==> config.mk <==
export PLATFORM = sky130hd
export DESIGN_NAME = fifo_rd_unpacker_flat
export DESIGN_NICKNAME = d
export VERILOG_FILES = /design/src/rtl/fifo_rd_unpacker_if.sv /design/src/rtl/fifo_rd_unpacker.sv /design/src/flat_wrapper.sv
export SDC_FILE = /design/constraint.sdc
export NUM_CORES = 1
export LEC_CHECK = 0
export CORE_ASPECT_RATIO = 0.75
export CORE_UTILIZATION = 40
export DETAILED_ROUTE_END_ITERATION = 8
export PLACE_DENSITY_LB_ADDON = 0.1
export SLEW_MARGIN = 10
export SYNTH_ARGS = -nofsm -noshare
export SYNTH_HDL_FRONTEND = slang
export SYNTH_SLANG_ARGS = --single-unit
==> constraint.sdc <==
create_clock -name r_clk -period 5.18 [get_ports r_clk]
set_clock_uncertainty 0.2 [all_clocks]
set_input_delay 1.036 -clock r_clk [delete_from_list [all_inputs] [get_ports r_clk]]
set_output_delay 1.036 -clock r_clk [all_outputs]
set_load 0.05 [all_outputs]
==> src/rtl/fifo_rd_unpacker_if.sv <==
// FIFO read port plus byte-stream output of the read-side unpacker.
// master = unpacker side, slave = FIFO/downstream side.
interface fifo_rd_unpacker_if #(
    parameter int DATA_W = 24
);
    logic              fifo_empty;
    logic              fifo_r_enable;
    logic [DATA_W-1:0] fifo_r_data;
    logic [7:0]        out_data;
    logic              out_valid;
    logic              out_ready;
    logic              out_last;

    modport master (
        input  fifo_empty,
        input  fifo_r_data,
        input  out_ready,
        output fifo_r_enable,
        output out_data,
        output out_valid,
        output out_last
    );

    modport slave (
        output fifo_empty,
        output fifo_r_data,
        output out_ready,
        input  fifo_r_enable,
        input  out_data,
        input  out_valid,
        input  out_last
    );
endinterface

==> src/rtl/fifo_rd_unpacker.sv <==
// Drains DATA_W-bit FIFO words into a byte stream; UNPACKER_MSB_FIRST_EN selects MSB-first byte order.
// Latency: 2 cycles from fifo_r_enable to the first out_valid byte, then one byte per cycle.
// Backpressure: 2-word buffer with read credits; reads stop when buffered + in-flight words reach 2.
module fifo_rd_unpacker #(
    parameter int DATA_W = 24,
    parameter int CNT_W  = 16
) (
    input  logic                  r_clk,
    input  logic                  r_rst,
    fifo_rd_unpacker_if.master    bus,
    output logic [CNT_W-1:0]      word_cnt,
    output logic                  busy
);
    localparam int               NBYTES   = DATA_W / 8;
    localparam int               IDX_W    = $clog2(NBYTES);
    localparam logic [IDX_W-1:0] LAST_IDX = IDX_W'(NBYTES - 1);

    if ((DATA_W % 8) != 0 || DATA_W < 16) begin : g_bad_width
        $error("fifo_rd_unpacker: DATA_W must be a multiple of 8 and at least 16");
    end

    logic [DATA_W-1:0] wbuf_q [2];
    logic              head_q;
    logic              tail_q;
    logic [1:0]        occ_q;
    logic              inflight_q;
    logic [IDX_W-1:0]  idx_q;
    logic [CNT_W-1:0]  word_cnt_q;

    logic [1:0]        pending;
    logic              rd_en;
    logic              capture;
    logic              out_vld;
    logic              xfer;
    logic              pop;
    logic [DATA_W-1:0] head_word;
    logic [7:0]        head_byte;

    // A read is only issued when a buffer slot is guaranteed for its data.
    assign pending = occ_q + {1'b0, inflight_q};
    assign rd_en   = !r_rst && !bus.fifo_empty && (pending < 2'd2);
    assign capture = inflight_q;
    assign out_vld = (occ_q != 2'd0);
    assign xfer    = out_vld && bus.out_ready;
    assign pop     = xfer && (idx_q == LAST_IDX);

    assign head_word = wbuf_q[head_q];

    always_comb begin
        head_byte = '0;
        for (int b = 0; b < NBYTES; b++) begin
            if (idx_q == IDX_W'(b)) begin
`ifdef UNPACKER_MSB_FIRST_EN
                head_byte = head_word[DATA_W-8-8*b +: 8];
`else
                head_byte = head_word[8*b +: 8];
`endif
            end
        end
    end

    always_ff @(posedge r_clk) begin
        if (r_rst) begin
            wbuf_q[0]  <= '0;
            wbuf_q[1]  <= '0;
            head_q     <= 1'b0;
            tail_q     <= 1'b0;
            occ_q      <= 2'd0;
            inflight_q <= 1'b0;
            idx_q      <= '0;
            word_cnt_q <= '0;
        end else begin
            inflight_q <= rd_en;
            if (capture) begin
                wbuf_q[tail_q] <= bus.fifo_r_data;
                tail_q         <= ~tail_q;
            end
            if (xfer) begin
                if (pop) begin
                    idx_q      <= '0;
                    head_q     <= ~head_q;
                    word_cnt_q <= word_cnt_q + CNT_W'(1);
                end else begin
                    idx_q <= idx_q + IDX_W'(1);
                end
            end
            case ({capture, pop})
                2'b10:   occ_q <= occ_q + 2'd1;
                2'b01:   occ_q <= occ_q - 2'd1;
                default: occ_q <= occ_q;
            endcase
        end
    end

    assign bus.fifo_r_enable = rd_en;
    assign bus.out_valid     = out_vld;
    assign bus.out_data      = head_byte;
    assign bus.out_last      = out_vld && (idx_q == LAST_IDX);
    assign word_cnt          = word_cnt_q;
    assign busy              = out_vld || inflight_q;

    a_no_overfill: assert property (@(posedge r_clk) disable iff (r_rst)
        !(capture && !pop && occ_q == 2'd2));
    a_credit_bound: assert property (@(posedge r_clk) disable iff (r_rst)
        pending <= 2'd2);
endmodule

==> src/flat_wrapper.sv <==
// flat-port wrapper written by rule: the top's interface ports become plain ports
module fifo_rd_unpacker_flat 
#(
    parameter int DATA_W = 24,
    parameter int CNT_W  = 16
)
  (r_clk, r_rst, word_cnt, busy, bus_fifo_empty, bus_fifo_r_data, bus_out_ready, bus_fifo_r_enable, bus_out_data, bus_out_valid, bus_out_last);
  fifo_rd_unpacker_if #(.DATA_W(DATA_W)) bus_i ();
  input  logic r_clk;
  input  logic r_rst;
  output logic [CNT_W-1:0] word_cnt;
  output logic busy;
  input wire logic [$bits(bus_i.fifo_empty)-1:0] bus_fifo_empty;
  input wire logic [$bits(bus_i.fifo_r_data)-1:0] bus_fifo_r_data;
  input wire logic [$bits(bus_i.out_ready)-1:0] bus_out_ready;
  output wire logic [$bits(bus_i.fifo_r_enable)-1:0] bus_fifo_r_enable;
  output wire logic [$bits(bus_i.out_data)-1:0] bus_out_data;
  output wire logic [$bits(bus_i.out_valid)-1:0] bus_out_valid;
  output wire logic [$bits(bus_i.out_last)-1:0] bus_out_last;
  assign bus_i.fifo_empty = bus_fifo_empty;
  assign bus_i.fifo_r_data = bus_fifo_r_data;
  assign bus_i.out_ready = bus_out_ready;
  assign bus_fifo_r_enable = bus_i.fifo_r_enable;
  assign bus_out_data = bus_i.out_data;
  assign bus_out_valid = bus_i.out_valid;
  assign bus_out_last = bus_i.out_last;
  fifo_rd_unpacker #(.DATA_W(DATA_W), .CNT_W(CNT_W)) u_core (.r_clk(r_clk), .r_rst(r_rst), .bus(bus_i), .word_cnt(word_cnt), .busy(busy));
endmodule
Word-level counts from Yosys, hierarchy flattened:

Memories as Yosys holds them, arrays and structs flattened. A register that Yosys moved wholly into a read port is not among the register bits.
Index checks and enable logic that the tools add are counted.

* flip-flop bits (word level): 23
* RAM bits: 48
* input bits: 28
* word-level logic and storage cells: 47
* memories kept: 1

Memory list
* u_core.wbuf_q: depth 2, width 24, rd ports 1, clocked after memory_dff 1, write ports 2, RTL line fifo_rd_unpacker.sv:22 `logic [DATA_W-1:0] wbuf_q [2];`

* $add $sub $neg: 5
* $lt $le $gt $ge: 1
* equal/unequal tests: 4
* multiplexer cells: 15
* bitwise operators: 2
* reduce and logical (&&, ||, !) cells: 13

Operators with widths (count)
* two-way mux 24 bit: 1
* two-way mux 8 bit: 3
* OR reduction 24 bit: 1
* adder 16 x 1 -> 16 bit (second input constant): 1
* two-way mux 1 bit: 9
* logical AND 1 bit: 5
* adder 2 x 1 -> 2 bit (second input constant): 2
* equality test 2 x 1 -> 1 bit (second input constant): 2
* equality test 2 bit (second input constant): 2
* case mux 2 bit (2 select lines): 1
* nonzero test 2 bit: 2
* adder 2 x 1 -> 2 bit: 1
* logical NOT 1 bit: 2
* logical NOT 2 bit: 1
* less-than comparator 2 bit (second input constant): 1
* two-way mux 2 bit: 1
* NOT 1 bit: 2
* AND reduction 2 bit: 1
* subtractor 2 x 1 -> 2 bit (second input constant): 1
* logical OR 1 bit: 1

Depth between registers and ports, before layout:

Gate-level depths: netlist of the first run.

* depth after elaboration: 6
* gate-level depth with buffers: 8
* depth with buffers taken out: 6

Worst setup path after synthesis of the first run:

No wires, ideal clock.

* path kind: input -> output
* from: in r_rst
* to: out bus_fifo_r_enable
* data arrival time: 2.315 ns
* setup slack: 1.629 ns
* cell stages on the path: 2
* buffers on the path: 1
* cell sequence: clkbuf_1 -> nor3_1

* cells in the longest elaborated chain, start to end: 3

Ends and longest elaborated chain
* from (decl): RTL line flat_wrapper.sv:10 `input logic r_rst;`
* logical NOT 1 bit: RTL line fifo_rd_unpacker.sv:41 `assign rd_en = !r_rst && !bus.fifo_empty && (pending < 2'd2);`
* logical AND 1 bit (2 in a row): RTL line fifo_rd_unpacker.sv:41
* to (decl): RTL line flat_wrapper.sv:16 `output wire logic [$bits(bus_i.fifo_r_enable)-1:0] bus_fifo_r_enable;`

No other way between the ends.

Final worst setup path of the first run:

* from: reg u_core.idx_q[0]
* to: out bus_out_data[0]

* cells in the longest elaborated chain, start to end: 4
* elaborated cells on any way between the ends: 6

Ends and longest elaborated chain
* from (decl): RTL line fifo_rd_unpacker.sv:27 `logic [IDX_W-1:0] idx_q;`
* from (signal assigned): RTL line fifo_rd_unpacker.sv:84 `idx_q <= idx_q + IDX_W'(1);`
* logical NOT 2 bit: RTL line fifo_rd_unpacker.sv:52 `if (idx_q == IDX_W'(b)) begin`
* two-way mux 8 bit (2 in a row): RTL line fifo_rd_unpacker.sv:52
* two-way mux 8 bit *: RTL line fifo_rd_unpacker.sv:52
* to (decl): RTL line flat_wrapper.sv:17 `output wire logic [$bits(bus_i.out_data)-1:0] bus_out_data;`

Mark *: on every way between the ends. The rest lies on a longest branch, timed or not.

==> flow_metrics.env, run 1 <==
export IMPL_status="completed"
export IMPL_worstPathArrival_ns=2.80
export IMPL_ant_nets=0
export IMPL_syn_to_final_growth_pct=26.7
export IMPL_tns_ns=0
export IMPL_synth_fa_ha_area_frac=0.00764
export IMPL_vias_per_cell=4.88
export IMPL_multi_input_area_um2=1250
export IMPL_r2r_start="u_core.idx_q[0]"
export IMPL_yosysTopAreaCell="edfxtp_1"
export IMPL_cp_required_ns=3.94
export IMPL_synth_net_count=313
export IMPL_holdBufCountCts=0
export IMPL_synthSimpleGateAreaFrac=0.202
export IMPL_hold_path_cell_count=2
export IMPL_wirelength_um=6160
export IMPL_muxShareOfSynthArea=0.0642
export IMPL_grt_pass1_wl_um=9940
export IMPL_place_area_um2=3930
export IMPL_clock_path_buffers=2
export IMPL_yosysWarningCount=0
export IMPL_hold_class="register to register"
export IMPL_nFillCells=728
export IMPL_grt_max_degree=29
export IMPL_avgRoutedWirePerCell_um=13.8
export IMPL_grt_antenna_before_repair=0
export IMPL_synth_xor_area_share=0.0374
export IMPL_die_h_um=80.4
export IMPL_cap_violations=0
export IMPL_crit_path_end_kind="output pin"
export IMPL_synth_top_family_by_area="simple AND/OR/NAND/NOR gates"
export IMPL_post_route_period_util=0.778
export IMPL_hp_start="u_core.word_cnt[15]"
export IMPL_synth_area_top_cells="edfxtp_1, dfxtp_1, and2_1"
export IMPL_nets=367
export IMPL_dr_pass1_iters=4
export IMPL_grt_total_usage=0.157
export IMPL_reg2reg_setup_slack_ns=2.53
export IMPL_hold_path_endpoint="u_core.word_cnt[15]"
export IMPL_max_slew_margin=0.357
export IMPL_path_class="register to output pin"
export IMPL_grt_pass1_vias=1997
export IMPL_worst_r2r_cell_count=5
export IMPL_layout_common_cells="clkdlybuf4s50_1, and2_1, edfxtp_1, dfxtp_1, nor2_1"
export IMPL_holdWs_ns=0.283
export IMPL_fp_coreArea_um2=7920
export IMPL_rows=28
export IMPL_synthDistinctLibCells=39
export IMPL_regArea_um2=1920
export IMPL_syn_inst=283
export IMPL_place_gp_congestion=0.757
export IMPL_initial_core_util=0.414
export IMPL_grt_overflow=0
export IMPL_vias=2180
export IMPL_clock_root_buffer="clkbuf_8"
export IMPL_drive_gt1_frac=0.0906
export IMPL_cts_num_sinks=72
export IMPL_setup_viol=0
export IMPL_dp_hpwl_um=4040
export IMPL_cts_tree="yes"
export IMPL_cp_start_kind="register"
export IMPL_syn_area_per_cell_um2=11.6
export IMPL_timing_rr_end="u_core.occ_q[1]"
export IMPL_irDropWorstVdd_v=0.000136
export IMPL_die_area_um2=8560
export IMPL_postCtsResizedCells=0
export IMPL_synth_top_area_frac=0.440
export IMPL_clk_latency_ns=0.33
export IMPL_ys_flop_type="edfxtp_1"
export IMPL_finalHoldViolCount=0
export IMPL_post_route_min_period_ns=4.03
export IMPL_synth_area_um2=3270
export IMPL_worst_slew_pin_slew_ns=0.963
export IMPL_ys_seq_elements=72
export IMPL_rsz0062_at_grt="no"
export IMPL_io_buffers=55
export IMPL_path_clk_slew_ns=0.07
export IMPL_antenna_cells=0
export IMPL_cts_setup_buffers=0
export IMPL_ios=56
export IMPL_synth_compound_area_frac=0.0676
export IMPL_cts_buffers_inserted=9
export IMPL_synth_enable_flop_cells=48
export IMPL_ctsHtreeMaxLevel=3
export IMPL_power_density_nw_per_um2=303
export IMPL_yosysSeqAreaShare=0.587
export IMPL_cp_max_fo=19
export IMPL_drc=0
export IMPL_p_leak_nw=1.48
export IMPL_die_w_um=106
export IMPL_ys_async_sr_fraction=0
export IMPL_fin_area_um2=4150
export IMPL_slew_viol_final=0
export IMPL_drtIter0Drc=67
export IMPL_final_common_cell="clkdlybuf4s50_1"
export IMPL_max_freq_mhz=248
through the flow:
stage	power [mW]	instances	setup slack [ns]	utilization
detailed placement	0.807	431	1.47	0.497
floorplan	0.749	283	1.63	-
CTS	1.27	447	1.10	0.524
finish	1.26	447	1.15	0.524
global route	1.31	447	0.920	0.524
global placement	0.806	431	1.48	0.497
kinds of logic after synthesis:
| family | count (synthesis) |
|---|---|
| and+or+nand+nor | 114 |
| buffers and inverters | 27 |
| AOI/OAI and AO/OA | 38 |
| adders and majority gates | 2 |
| DFF | 72 |
| xor gates and xnor gates | 14 |
| muxes | 16 |
cell type report:
cell class | instances | area share
well taps | 105 | 0.0317
repair buffers | 60 | 0.142
flip-flops and latches | 72 | 0.463
multi-input cells | 184 | 0.302
clock buffers | 14 | 0.0440
inverters | 10 | 0.00904
clock inverters | 2 | 0.00844
routing by layer:
metal / share of wire / wire length [um] / global-route usage
met1: 0.49 / 3000 / 0.210
met2: 0.46 / 2800 / 0.236
met5: 0 / 0 / 0
met4: 0.016 / 98 / 0.0548
met3: 0.042 / 259 / 0.0576
synthesized netlist by cell type (all sizes together), types with 6 or more instances:
| cell type | n |
|---|---|
| nand2 | 6 |
| mux2i | 12 |
| and2 | 49 |
| or3 | 8 |
| edfxtp | 48 |
| o21ai | 7 |
| dfxtp | 24 |
| nor3 | 6 |
| inv | 10 |
| nor2 | 23 |
| a21oi | 18 |
| xnor2 | 12 |
| buf | 6 |
| clkbuf | 11 |
flip-flops by register name (all words and copies together), names as in the netlist, named ones only:
name and flops:
u_core.word_cnt 16, u_core.idx_q 2, u_core.capture 1, u_core.head_q 1, u_core.wbuf_q 48, u_core.tail_q 1, u_core.occ_q 2
critical path, stage by stage (launching register included):
cell and delay, ns:
dfxtp_1 0.95, nor2b_1 0.37, a211oi_1 0.32, a21oi_1 0.07, clkdlybuf4s50_1 0.74
worst max-delay path by stage:
stage | start | end | slack [ns]
finish | u_core.idx_q[0] | bus_out_data[0] | 1.15
detailed placement | r_rst | bus_fifo_r_enable | 1.47
global placement | r_rst | bus_fifo_r_enable | 1.48
CTS | u_core.idx_q[0] | bus_out_data[0] | 1.10
floorplan | r_rst | bus_fifo_r_enable | 1.63
global route | u_core.idx_q[0] | bus_out_data[0] | 0.92
power by group:
part / total (mW) / switching, mW / internal [mW]
registers: 0.654 / 0.0144 / 0.639
clock network: 0.465 / 0.190 / 0.275
logic: 0.138 / 0.0770 / 0.0611
total: 1.26 / 0.282 / 0.975
Note: power is estimated with default switching activity, not from simulation.
==> inputs of run 2 (changes only) <==
- clock period: 5.18 -> 4.05 ns (I/O delays scaled with it)
==> run 2 against run 1 <==
Wire length increased by 3.8%. Via count increased by 0.32%. Sequential power increased by 28%. First-iteration DRC count increased by 15%. Design area decreased by 0.39%. Clock power increased by 21%. Count of clock-buffer cells in the layout increased by 1. Sequential share of layout area increased by 0.18 points. Die area unchanged. Worst setup slack got worse by 0.81 ns. Critical path depth unchanged. Critical path type unchanged. Critical endpoint unchanged. Highest routed layer unchanged.
==> flow_metrics.env, run 2 (synthesis gave the netlist of run 1 again) <==
export IMPL_status="completed"
export IMPL_slew_viol_final=0
export IMPL_place_area_um2=3940
export IMPL_grt_max_degree=28
export IMPL_post_route_min_period_ns=3.71
export IMPL_cp_required_ns=3.04
export IMPL_postCtsResizedCells=0
export IMPL_switching_share=0.228
export IMPL_finalHoldViolCount=0
export IMPL_clock_root_buffer="clkbuf_8"
export IMPL_clk_latency_ns=0.34
export IMPL_drive_gt1_frac=0.0875
export IMPL_grt_total_usage=0.165
export IMPL_fin_area_um2=4130
export IMPL_place_ws_ns=0.619
export IMPL_max_slew_margin=0.392
export IMPL_path_class="register to output pin"
export IMPL_crit_path_end_kind="output pin"
export IMPL_initial_core_util=0.414
export IMPL_post_route_period_util=0.917
export IMPL_top_register="u_core.wbuf_q"
export IMPL_syn_to_final_growth_pct=26.3
export IMPL_met2WireLength_um=3010
export IMPL_top_layer_used="met4"
export IMPL_combPwrFrac=0.112
export IMPL_grt_overflow=0
export IMPL_seq_power_share=0.532
export IMPL_place_gp_congestion=0.788
export IMPL_cp_start_kind="register"
export IMPL_worstPathArrival_ns=2.70
export IMPL_setup_ws_ns=0.338
export IMPL_p_int_mw=1.22
export IMPL_p_leak_nw=1.47
export IMPL_die_w_um=106
export IMPL_grt_pass1_wl_um=10400
export IMPL_fin_util=0.522
export IMPL_wl_met1_um=3010
export IMPL_worst_slew_pin_slew_ns=0.910
export IMPL_hold_class="register to register"
export IMPL_wl_met3_um=322
export IMPL_ctsHtreeMaxLevel=3
export IMPL_drc=0
export IMPL_dp_cells=432
export IMPL_grt_pass1_vias=2107
export IMPL_max_freq_mhz=269
export IMPL_final_common_cell="clkdlybuf4s50_1"
export IMPL_io_buffers=55
export IMPL_ant_nets=0
export IMPL_power_density_nw_per_um2=381
export IMPL_rows=28
export IMPL_drtIter0Drc=77
export IMPL_vias=2187
export IMPL_avgRoutedWirePerCell_um=14.3
export IMPL_cts_setup_buffers=0
export IMPL_largest_reg_flops=48
export IMPL_vias_per_cell=4.88
export IMPL_cts_num_sinks=72
export IMPL_cts_tree="yes"
export IMPL_finalPower_mw=1.57
export IMPL_holdWs_ns=0.286
export IMPL_layout_common_cells="clkdlybuf4s50_1, and2_1, edfxtp_1, dfxtp_1, nor2_1"
export IMPL_clock_power_share=0.356
export IMPL_die_h_um=80.4
export IMPL_irDropWorstVdd_v=0.000179
export IMPL_holdBufCountCts=0
export IMPL_ios=56
export IMPL_antenna_cells=0
export IMPL_tns_ns=0
export IMPL_grt_antenna_before_repair=0
export IMPL_rsz0062_at_grt="no"
export IMPL_dp_hpwl_um=4250
export IMPL_layout_cells_non_filler=448
export IMPL_fp_coreArea_um2=7920
export IMPL_cts_buffers_inserted=9
export IMPL_path_clk_slew_ns=0.07
export IMPL_nets=368
export IMPL_cap_violations=0
export IMPL_die_area_um2=8560
export IMPL_netSwitchingPower_mw=0.359
export IMPL_wirelength_um=6390
export IMPL_setup_viol=0
export IMPL_cp_max_fo=19
export IMPL_clock_path_buffers=2
export IMPL_dr_pass1_iters=4
run 2: cell types whose count changed in the layout (fill, tap and decap cells not counted), sizes merged:
cell	before	now
clkbuf	14	15
buf	5	7
clkinv	1	0
clkdlybuf4s50	55	54
run 2: power groups by stage:
stage | Sequential, mW | Clock (mW) | Combinational [mW]
floorplan | 0.841 | 0 | 0.117
global placement | 0.853 | 0 | 0.178
detailed placement | 0.854 | 0 | 0.179
CTS | 0.837 | 0.579 | 0.179
global route | 0.840 | 0.613 | 0.191
finish | 0.837 | 0.561 | 0.176
run 2: area by class of cell:
cell class / count / area (um2)
Clock buffer: 15 / 166
Clock inverter: 1 / 30.0
Fill cell: 744 / 3780
Inverter: 10 / 37.5
Multi-Input combinational cell: 184 / 1250
Sequential cell: 72 / 1920
Tap cell: 105 / 131
Timing Repair Buffer: 61 / 593
run 2: worst paths after layout:
check	from	end	slack (ns)	cells after the start
max	u_core.idx_q[0]	bus_out_data[0]	0.34	4
min	u_core.word_cnt[15]	u_core.word_cnt[15]	0.29	2
max reg2reg	u_core.idx_q[0]	u_core.occ_q[1]	1.43	5
min reg2reg	u_core.word_cnt[15]	u_core.word_cnt[15]	0.29	2
run 2: critical path: stages, from the launching register on:
cell             delay, ns
dfxtp_1               0.61
nor2b_1               0.62
a211oi_1              0.17
a21oi_1               0.15
clkdlybuf4s50_1       0.81
run 2: metal layers:
metal | vias up | track usage
met5 | - | 0
met4 | 0 | 0.0493
met3 | 7 | 0.0576
met2 | 37 | 0.266
met1 | 1029 | 0.209
li1 | 1114 | -
==> inputs of run 3 (changes only) <==
- TNS_END_PERCENT: not set -> 100
==> results of run 3 <==
The final DEF is identical to that of run 2; final timing and power are the same.
